$ cat src/rtl/hazard_scoreboard_pkg.sv
// Shared definitions for the pipeline hazard scoreboard: forwarding encodings,
// tracking-slot indices and the per-slot state record.
package hazard_scoreboard_pkg;

  localparam logic [1:0] FWD_NONE = 2'b00;
  localparam logic [1:0] FWD_WB   = 2'b01;
  localparam logic [1:0] FWD_MEM  = 2'b10;

  localparam int SLOT_EX    = 0;
  localparam int SLOT_MEM   = 1;
  localparam int SLOT_WB    = 2;
  localparam int SLOT_COUNT = 3;

  // Register indices are stored zero-extended to this width so one struct serves
  // every REG_INDEX_WIDTH up to 8.
  localparam int MAX_REG_INDEX_WIDTH = 8;

  typedef struct packed {
    logic                           valid;
    logic                           regWrite;
    logic                           memRead;
    logic [MAX_REG_INDEX_WIDTH-1:0] writeIndex;
  } slotStateT;

  // Register 0 is hardwired, so no slot ever counts as writing it.
  function automatic logic slotWrites(input slotStateT slot,
                                      input logic [MAX_REG_INDEX_WIDTH-1:0] index);
    return slot.valid && slot.regWrite && (slot.writeIndex == index) && (index != '0);
  endfunction

endpackage

$ cat src/rtl/hazard_scoreboard_if.sv
// ID-stage issue bus between the decode stage and the hazard scoreboard,
// carrying the stall and EX forwarding selects back to the pipeline.
interface hazard_scoreboard_if #(
  parameter int REG_INDEX_WIDTH = 5,
  parameter int NUM_SOURCES     = 2
);

  logic                                   issueValid;
  logic [REG_INDEX_WIDTH-1:0]             issueWriteIndex;
  logic                                   issueRegWrite;
  logic                                   issueMemRead;
  logic [NUM_SOURCES*REG_INDEX_WIDTH-1:0] issueSourceIndex;
  logic [NUM_SOURCES-1:0]                 issueSourceUsed;
  logic                                   flush;
  logic                                   stall;
  logic [NUM_SOURCES*2-1:0]               forwardSelect;

  modport master (
    output issueValid, issueWriteIndex, issueRegWrite, issueMemRead,
           issueSourceIndex, issueSourceUsed, flush,
    input  stall, forwardSelect
  );

  modport slave (
    input  issueValid, issueWriteIndex, issueRegWrite, issueMemRead,
           issueSourceIndex, issueSourceUsed, flush,
    output stall, forwardSelect
  );

endinterface

$ cat src/rtl/hazard_source_match.sv
// Compares one source register index against the EX/MEM/WB tracking slots and
// reports which slots write it, and which of those are loads.
module hazard_source_match
  import hazard_scoreboard_pkg::*;
(
  input  logic [MAX_REG_INDEX_WIDTH-1:0] sourceIndex,
  input  slotStateT [SLOT_COUNT-1:0]     slots,
  output logic [SLOT_COUNT-1:0]          slotMatch,
  output logic [SLOT_COUNT-1:0]          slotLoadMatch
);

  always_comb begin
    slotMatch     = '0;
    slotLoadMatch = '0;
    for (int i = 0; i < SLOT_COUNT; i++) begin
      slotMatch[i]     = slotWrites(slots[i], sourceIndex);
      slotLoadMatch[i] = slotWrites(slots[i], sourceIndex) & slots[i].memRead;
    end
  end

endmodule

$ cat src/rtl/hazard_scoreboard.sv
// Hazard scoreboard: tracks in-flight register writes, stalls ID on hazards and
// selects EX operand forwarding. Forwarding is built only with HAZARD_FORWARDING_EN.
module hazard_scoreboard
  import hazard_scoreboard_pkg::*;
#(
  parameter int REG_INDEX_WIDTH = 5,
  parameter int NUM_SOURCES     = 2,
  parameter int COUNTER_WIDTH   = 16
) (
  input  logic                     clk,
  input  logic                     reset,
  hazard_scoreboard_if.slave       bus,
  output logic [COUNTER_WIDTH-1:0] stallCycles
);

  function automatic logic [MAX_REG_INDEX_WIDTH-1:0] widenIndex(
    input logic [REG_INDEX_WIDTH-1:0] index);
    widenIndex = '0;
    widenIndex[REG_INDEX_WIDTH-1:0] = index;
  endfunction

  slotStateT [SLOT_COUNT-1:0]                         slots;
  slotStateT                                          issueSlot;
  logic [NUM_SOURCES-1:0][MAX_REG_INDEX_WIDTH-1:0]    idSource;
  logic [NUM_SOURCES-1:0][SLOT_COUNT-1:0]             idSlotMatch;
  logic [NUM_SOURCES-1:0][SLOT_COUNT-1:0]             idLoadMatch;
  logic [NUM_SOURCES-1:0]                             sourceHazard;
  logic [NUM_SOURCES*2-1:0]                           forwardSelectInt;
  logic                                               stallInt;
  logic                                               unusedMatchBits;

  // A stalled or flushed ID instruction leaves a bubble behind it in EX.
  always_comb begin
    issueSlot            = '0;
    issueSlot.valid      = bus.issueValid & ~bus.flush & ~stallInt;
    issueSlot.regWrite   = bus.issueRegWrite;
    issueSlot.memRead    = bus.issueMemRead;
    issueSlot.writeIndex = widenIndex(bus.issueWriteIndex);
  end

  always_ff @(posedge clk or posedge reset) begin
    if (reset) begin
      slots <= '0;
    end else begin
      slots[SLOT_WB]  <= slots[SLOT_MEM];
      slots[SLOT_MEM] <= slots[SLOT_EX];
      slots[SLOT_EX]  <= issueSlot;
    end
  end

  for (genvar s = 0; s < NUM_SOURCES; s++) begin : genIdSource
    assign idSource[s] = widenIndex(bus.issueSourceIndex[s*REG_INDEX_WIDTH +: REG_INDEX_WIDTH]);

    hazard_source_match idMatch (
      .sourceIndex   (idSource[s]),
      .slots         (slots),
      .slotMatch     (idSlotMatch[s]),
      .slotLoadMatch (idLoadMatch[s])
    );

`ifdef HAZARD_FORWARDING_EN
    assign sourceHazard[s] = idLoadMatch[s][SLOT_EX];
`else
    assign sourceHazard[s] = |idSlotMatch[s];
`endif
  end

  assign stallInt = ~bus.flush & bus.issueValid & (|(bus.issueSourceUsed & sourceHazard));

`ifdef HAZARD_FORWARDING_EN
  logic [NUM_SOURCES-1:0][MAX_REG_INDEX_WIDTH-1:0] exSource;
  logic [NUM_SOURCES-1:0]                          exSourceUsed;
  logic [NUM_SOURCES-1:0][SLOT_COUNT-1:0]          exSlotMatch;
  logic [NUM_SOURCES-1:0][SLOT_COUNT-1:0]          unusedExLoadMatch;

  // Source fields travel only into the EX slot; later slots need just the write side.
  always_ff @(posedge clk or posedge reset) begin
    if (reset) begin
      exSource     <= '0;
      exSourceUsed <= '0;
    end else begin
      exSource     <= idSource;
      exSourceUsed <= bus.issueSourceUsed;
    end
  end

  for (genvar s = 0; s < NUM_SOURCES; s++) begin : genExSource
    hazard_source_match exMatch (
      .sourceIndex   (exSource[s]),
      .slots         (slots),
      .slotMatch     (exSlotMatch[s]),
      .slotLoadMatch (unusedExLoadMatch[s])
    );
  end

  // The younger MEM result wins over the older WB value for the same register.
  always_comb begin
    forwardSelectInt = '0;
    for (int s = 0; s < NUM_SOURCES; s++) begin
      if (slots[SLOT_EX].valid && exSourceUsed[s]) begin
        if (exSlotMatch[s][SLOT_MEM]) begin
          forwardSelectInt[s*2 +: 2] = FWD_MEM;
        end else if (exSlotMatch[s][SLOT_WB]) begin
          forwardSelectInt[s*2 +: 2] = FWD_WB;
        end else begin
          forwardSelectInt[s*2 +: 2] = FWD_NONE;
        end
      end
    end
  end

  assign unusedMatchBits = ^{idSlotMatch, idLoadMatch, exSlotMatch};
`else
  assign forwardSelectInt = '0;
  assign unusedMatchBits  = ^{idSlotMatch, idLoadMatch};
`endif

  assign bus.stall         = stallInt;
  assign bus.forwardSelect = forwardSelectInt;

  always_ff @(posedge clk or posedge reset) begin
    if (reset) begin
      stallCycles <= '0;
    end else if (stallInt && (stallCycles != '1)) begin
      stallCycles <= stallCycles + COUNTER_WIDTH'(1);
    end
  end

endmodule
$ cat src/flat_wrapper.sv
// flat-port wrapper written by rule: the top's interface ports become plain ports
module hazard_scoreboard_flat import hazard_scoreboard_pkg::*;
#(
  parameter int REG_INDEX_WIDTH = 5,
  parameter int NUM_SOURCES     = 2,
  parameter int COUNTER_WIDTH   = 16
)
  (clk, reset, stallCycles, bus_issueValid, bus_issueWriteIndex, bus_issueRegWrite, bus_issueMemRead, bus_issueSourceIndex, bus_issueSourceUsed, bus_flush, bus_stall, bus_forwardSelect);
  hazard_scoreboard_if #(.REG_INDEX_WIDTH(REG_INDEX_WIDTH), .NUM_SOURCES(NUM_SOURCES)) bus_i ();
  input  logic clk;
  input  logic reset;
  output logic [COUNTER_WIDTH-1:0] stallCycles;
  input wire logic [$bits(bus_i.issueValid)-1:0] bus_issueValid;
  input wire logic [$bits(bus_i.issueWriteIndex)-1:0] bus_issueWriteIndex;
  input wire logic [$bits(bus_i.issueRegWrite)-1:0] bus_issueRegWrite;
  input wire logic [$bits(bus_i.issueMemRead)-1:0] bus_issueMemRead;
  input wire logic [$bits(bus_i.issueSourceIndex)-1:0] bus_issueSourceIndex;
  input wire logic [$bits(bus_i.issueSourceUsed)-1:0] bus_issueSourceUsed;
  input wire logic [$bits(bus_i.flush)-1:0] bus_flush;
  output wire logic [$bits(bus_i.stall)-1:0] bus_stall;
  output wire logic [$bits(bus_i.forwardSelect)-1:0] bus_forwardSelect;
  assign bus_i.issueValid = bus_issueValid;
  assign bus_i.issueWriteIndex = bus_issueWriteIndex;
  assign bus_i.issueRegWrite = bus_issueRegWrite;
  assign bus_i.issueMemRead = bus_issueMemRead;
  assign bus_i.issueSourceIndex = bus_issueSourceIndex;
  assign bus_i.issueSourceUsed = bus_issueSourceUsed;
  assign bus_i.flush = bus_flush;
  assign bus_stall = bus_i.stall;
  assign bus_forwardSelect = bus_i.forwardSelect;
  hazard_scoreboard #(.REG_INDEX_WIDTH(REG_INDEX_WIDTH), .NUM_SOURCES(NUM_SOURCES), .COUNTER_WIDTH(COUNTER_WIDTH)) u_core (.clk(clk), .reset(reset), .bus(bus_i), .stallCycles(stallCycles));
endmodule
$ cat config.mk
export PLATFORM = sky130hd
export DESIGN_NAME = hazard_scoreboard_flat
export DESIGN_NICKNAME = d
export VERILOG_FILES = /design/src/rtl/hazard_scoreboard_pkg.sv /design/src/rtl/hazard_scoreboard_if.sv /design/src/rtl/hazard_source_match.sv /design/src/rtl/hazard_scoreboard.sv /design/src/flat_wrapper.sv
export SDC_FILE = /design/constraint.sdc
export NUM_CORES = 1
export LEC_CHECK = 0
export ABC_AREA = 1
export CORE_MARGIN = 3
export CORE_UTILIZATION = 50
export CTS_CLUSTER_SIZE = 14
export DETAILED_ROUTE_END_ITERATION = 8
export GPL_ROUTABILITY_DRIVEN = 1
export GPL_TIMING_DRIVEN = 0
export PLACE_DENSITY_LB_ADDON = 0.25
export SYNTH_ARGS = -nofsm -noshare
export SYNTH_HDL_FRONTEND = slang
export SYNTH_SLANG_ARGS = --single-unit
$ cat constraint.sdc
create_clock -name clk -period 3 [get_ports clk]
set_clock_uncertainty 0.15 [all_clocks]
set_input_delay 0.45 -clock clk [delete_from_list [all_inputs] [get_ports clk]]
set_output_delay 0.45 -clock clk [all_outputs]
set_load 0.01 [all_outputs]
==> tab_implementation.tex <==
\begin{tabular}{lr}
\hline
Metric & Value \\
\hline
\multicolumn{2}{l}{\textbf{Status}} \\
Run status & finished clean \\
\multicolumn{2}{l}{\textbf{Die}} \\
Height of the die & 72.84 µm \\
Number of top-level design ports & 44 \\
Initial standard-cell utilization of the core & 0.5389 \\
Die span in x & 72.84 µm \\
Row cnt & 23 \\
Total Die Area & around 0.0053 mm² \\
Core area & 0.004144 mm² \\
\multicolumn{2}{l}{\textbf{Layout}} \\
Number of cells in the finished layout apart from fillers & just over 400 \\
Fill cells & $\sim$360 \\
Final Instance Area & 0.002809 mm² \\
Inserted Diodes & 0 \\
Growth of design area from synthesis to finish & 25.77\% \\
Fraction of layout cells with a size suffix above 1 & 0.1071 \\
Layout Nets & 387 \\
\multicolumn{2}{l}{\textbf{Pwr}} \\
Total power density per cell area & 396.7 mW/mm² \\
Combinational fraction of design power & 0.123 \\
Switching power & 264.9 µW \\
Sequential cell fraction of total power & 0.482 \\
Post-layout total power & 1114 µW \\
Cell internal power dissipation & 849.3 µW \\
Static power due to leakage & 0.001473 µW \\
Share of power burned in the clock network & 0.395 \\
Switching share of power & 0.2378 \\
Worst VDD drop & 0.2872 mV \\
\multicolumn{2}{l}{\textbf{Setup path}} \\
Terminus of the critical flop-to-flop path & u\_core.stallCycles[2] \\
Critical path peak fanout & 5 \\
Crit Path Category & in2out \\
Critical path's largest stage delay & between 500 and 600 ps \\
Cell count of the worst reg-to-reg path & 7 \\
Data arrival time of the worst path & 1960 ps \\
Setup crit start kind & input pin \\
Kind of end point of the critical path & output pin \\
Critical path required time & 2400 ps \\
Crit path max-delay family & buffers and inverters \\
Most frequent cell on the critical path & nand2\_1 \\
R2R Path Start & u\_core.stallCycles[0] \\
CP bufs+invs & 3 \\
Register-to-Register Setup Slack & 950 ps \\
Max stage delay cell, worst path & clkdlybuf4s50\_1 \\
Sequence of cells on the critical path & clkdlybuf4s50\_1, inv\_2, nand2\_1, nand2\_1, nor2\_1, nand3\_1, nand3\_2, nand2\_2, a21boi\_1, dlymetal6s2s\_1 \\
Startpoint of the most critical setup path & bus\_issueSourceIndex[4] \\
\multicolumn{2}{l}{\textbf{Placed design}} \\
Dpl ws & approximately 5.9 ps \\
Count of placed standard cells including taps & 406 \\
Weighted congestion at the end of routability-driven global placement & just under 0.9 \\
Detail Placement HPWL & around 4 mm \\
Area after detailed placement & 0.002688 mm² \\
Number of I/O port buffers & 38 \\
\multicolumn{2}{l}{\textbf{Synthesis}} \\
Top\_reg\_cell synth & dfrtp\_1 \\
Flop and latch count out of synthesis & 37 \\
Count of flip-flops with a built-in enable after synthesis & 0 \\
Share of Yosys cell area claimed by the top area cell type & 0.4146 \\
Synth async-reset ratio & 1.000 \\
Post-synth cell types & 28 \\
Per-instance average area after synthesis & 7.090 µm² \\
Biggest area consumer among synthesized cells & dfrtp\_1 \\
Sequential share of the synthesized area & 0.4146 \\
Largest cells by area after synthesis & dfrtp\_1, nand2\_1, nor2\_1 \\
Post-synth top cells & nand2\_1, dfrtp\_1, nor2\_1, inv\_1, nand4\_1 \\
Post-Syn Area & 0.002233 mm² \\
Most common cell in the netlist & nand2\_1 \\
Instance count of the mapped netlist & roughly 320 \\
Synth Warn \# & 0 \\
\multicolumn{2}{l}{\textbf{Drt}} \\
Detailed-router iteration count before antenna repair & 5 \\
WL/cell & roughly 12 µm \\
ANT nets after route & 0 \\
Drt drc & 0 \\
Vias/cell & 4.993 \\
Routed WL & a little over 5 mm \\
Count of vias placed by the detailed router & 2067 \\
DRC marker count from the first detailed-route iteration & 176 \\
\multicolumn{2}{l}{\textbf{Clock network}} \\
Post-CTS Hold Fix Bufs & 0 \\
Number of clock buffers inserted by TritonCTS & 5 \\
Setup Buffers After CTS & 0 \\
Number of buffers between clock root and the deepest sink & 2 \\
Total number of clock tree sinks & 37 \\
Clock latency at the later pin of the worst-skew pair & 290 ps \\
CTS tree & done \\
Root buffer cell & clkbuf\_8 \\
H-tree depth & 2 \\
Post-CTS clock slew at the launch and capture registers of the worst setup and hold paths & approximately 70 ps \\
\multicolumn{2}{l}{\textbf{STA}} \\
Final-layout setup total negative slack & 0 ps \\
Number of setup violations in the final report & 0 \\
Final hold violation count & 0 \\
Tightest Pin Transition & 764.2 ps \\
Pins over their slew limit & 0 \\
Post-route fraction of the period consumed by the critical path & 0.8529 \\
Unrepaired setup endpoints after global routing & no \\
Min Tclk post-route & 2559 ps \\
Worst path setup slack after routing & 441.4 ps \\
Max-Slew Margin vs Limit & 0.4898 \\
Highest attainable clock frequency & 0.3908 GHz \\
\multicolumn{2}{l}{\textbf{Global route}} \\
Global-route wire length before repair & 8.763 mm \\
Initial antenna violation count & 0 \\
Vias in the first global route & 1935 \\
Largest net degree at the start of global routing & 38 \\
Congestion Overflow GR & 0 \\
GR Util All Layers & 0.2136 \\
\multicolumn{2}{l}{\textbf{Run}} \\
Max Cap Violations & 0 \\
\multicolumn{2}{l}{\textbf{Hold path}} \\
Worst hold path class & reg2reg \\
Number of stages on the worst hold path & 0 \\
Min-delay src & u\_core.slots[20] \\
Worst-case hold path end point & u\_core.slots[31] \\
\hline
\end{tabular}
layout by cell type, fill, tap and decap left out, types with 5 or more instances in the layout:
cell / Yosys / routed
nor2_1: 32 / 32
nand2_1: 119 / 119
inv_1: 29 / 28
xnor2_1: 5 / 5
inv_2: 14 / 15
dfrtp_1: 37 / 37
buf_4: 5 / 5
nand3_1: 16 / 16
clkbuf_8: 0 / 6
nand4_1: 19 / 19
xor2_1: 8 / 8
clkdlybuf4s50_1: 0 / 36
what timing repair did:
item,in CTS,in global routing
hold endpoints to repair,0,0
endpoints found under the setup margin,0,1
resized for setup,0,3
power by group through the flow:
| stage | registers, µW | clock network [µW] | logic (µW) |
|---|---|---|---|
| 2_1_floorplan | 543 | 0 | 75.4 |
| 3_3_place_gp | 546 | 0 | 134 |
| 3_5_place_dp | 547 | 0 | 137 |
| 4_1_cts | 538 | 453 | 138 |
| 5_1_grt | 541 | 478 | 155 |
| 6_report | 537 | 440 | 137 |
sequential cells by signal, summed over array words and instances, names as in the netlist:
| signal | count |
|---|---|
| u_core.slots | 21 |
| u_core.stallCycles | 16 |
stage by stage:
stage	util	hold slack [ps]
after detailed placement	0.6486	209.3
after global routing	0.6778	233.3
after CTS	0.6766	224.5
after floorplan	-	203.5
final	0.6778	218.4
after global placement	0.6486	204.1
cells by family (layout without fill, tap and decap cells):
logic type / count (synthesis) / after routing / share of synthesized area
other cells: 1 / 4 / 0.001679
buf+inv: 52 / 98 / 0.1003
flops: 37 / 37 / 0.4146
xor+xnor: 13 / 13 / 0.05098
simple gates: 202 / 202 / 0.4045
fa+ha+maj: 1 / 1 / 0.005601
compound gates: 9 / 9 / 0.02241
routing by layer:
metal	vias up	global-route usage	part of all wire
met5	-	0	0
met1	926	0.2910	0.46
li1	1069	-	-
met2	67	0.3317	0.46
met3	5	0.05234	0.063
met4	0	0.07582	0.011
layout make-up:
cell class	count	area (µm²)	share of cell area
well taps	50	62.56	0.02227
repair buffers	38	385.4	0.1372
inverters	43	161.4	0.05746
multi-input cells	229	1095	0.3898
clock buffers	7	86.33	0.03074
clock inverters	1	30.03	0.01069
plain buffers	9	62.56	0.02227
flip-flops and latches	37	925.9	0.3296
worst reg2reg max path, stage by stage, from the launching register on:
cell and delay, ps:
dfrtp_1 480, ha_1 280, nand3_2 140, nor2_2 240, nand4_4 220, buf_2 260, nand4_1 110, nand2_1 70
how the worst max path moves through the flow:
stage	endpoint	cells past startpoint
6_report	bus_stall	10
5_1_grt	bus_stall	10
4_1_cts	bus_stall	10
3_5_place_dp	bus_stall	10
3_3_place_gp	bus_stall	10
2_1_floorplan	bus_stall	8
Note: power is estimated with default switching activity, not from simulation.
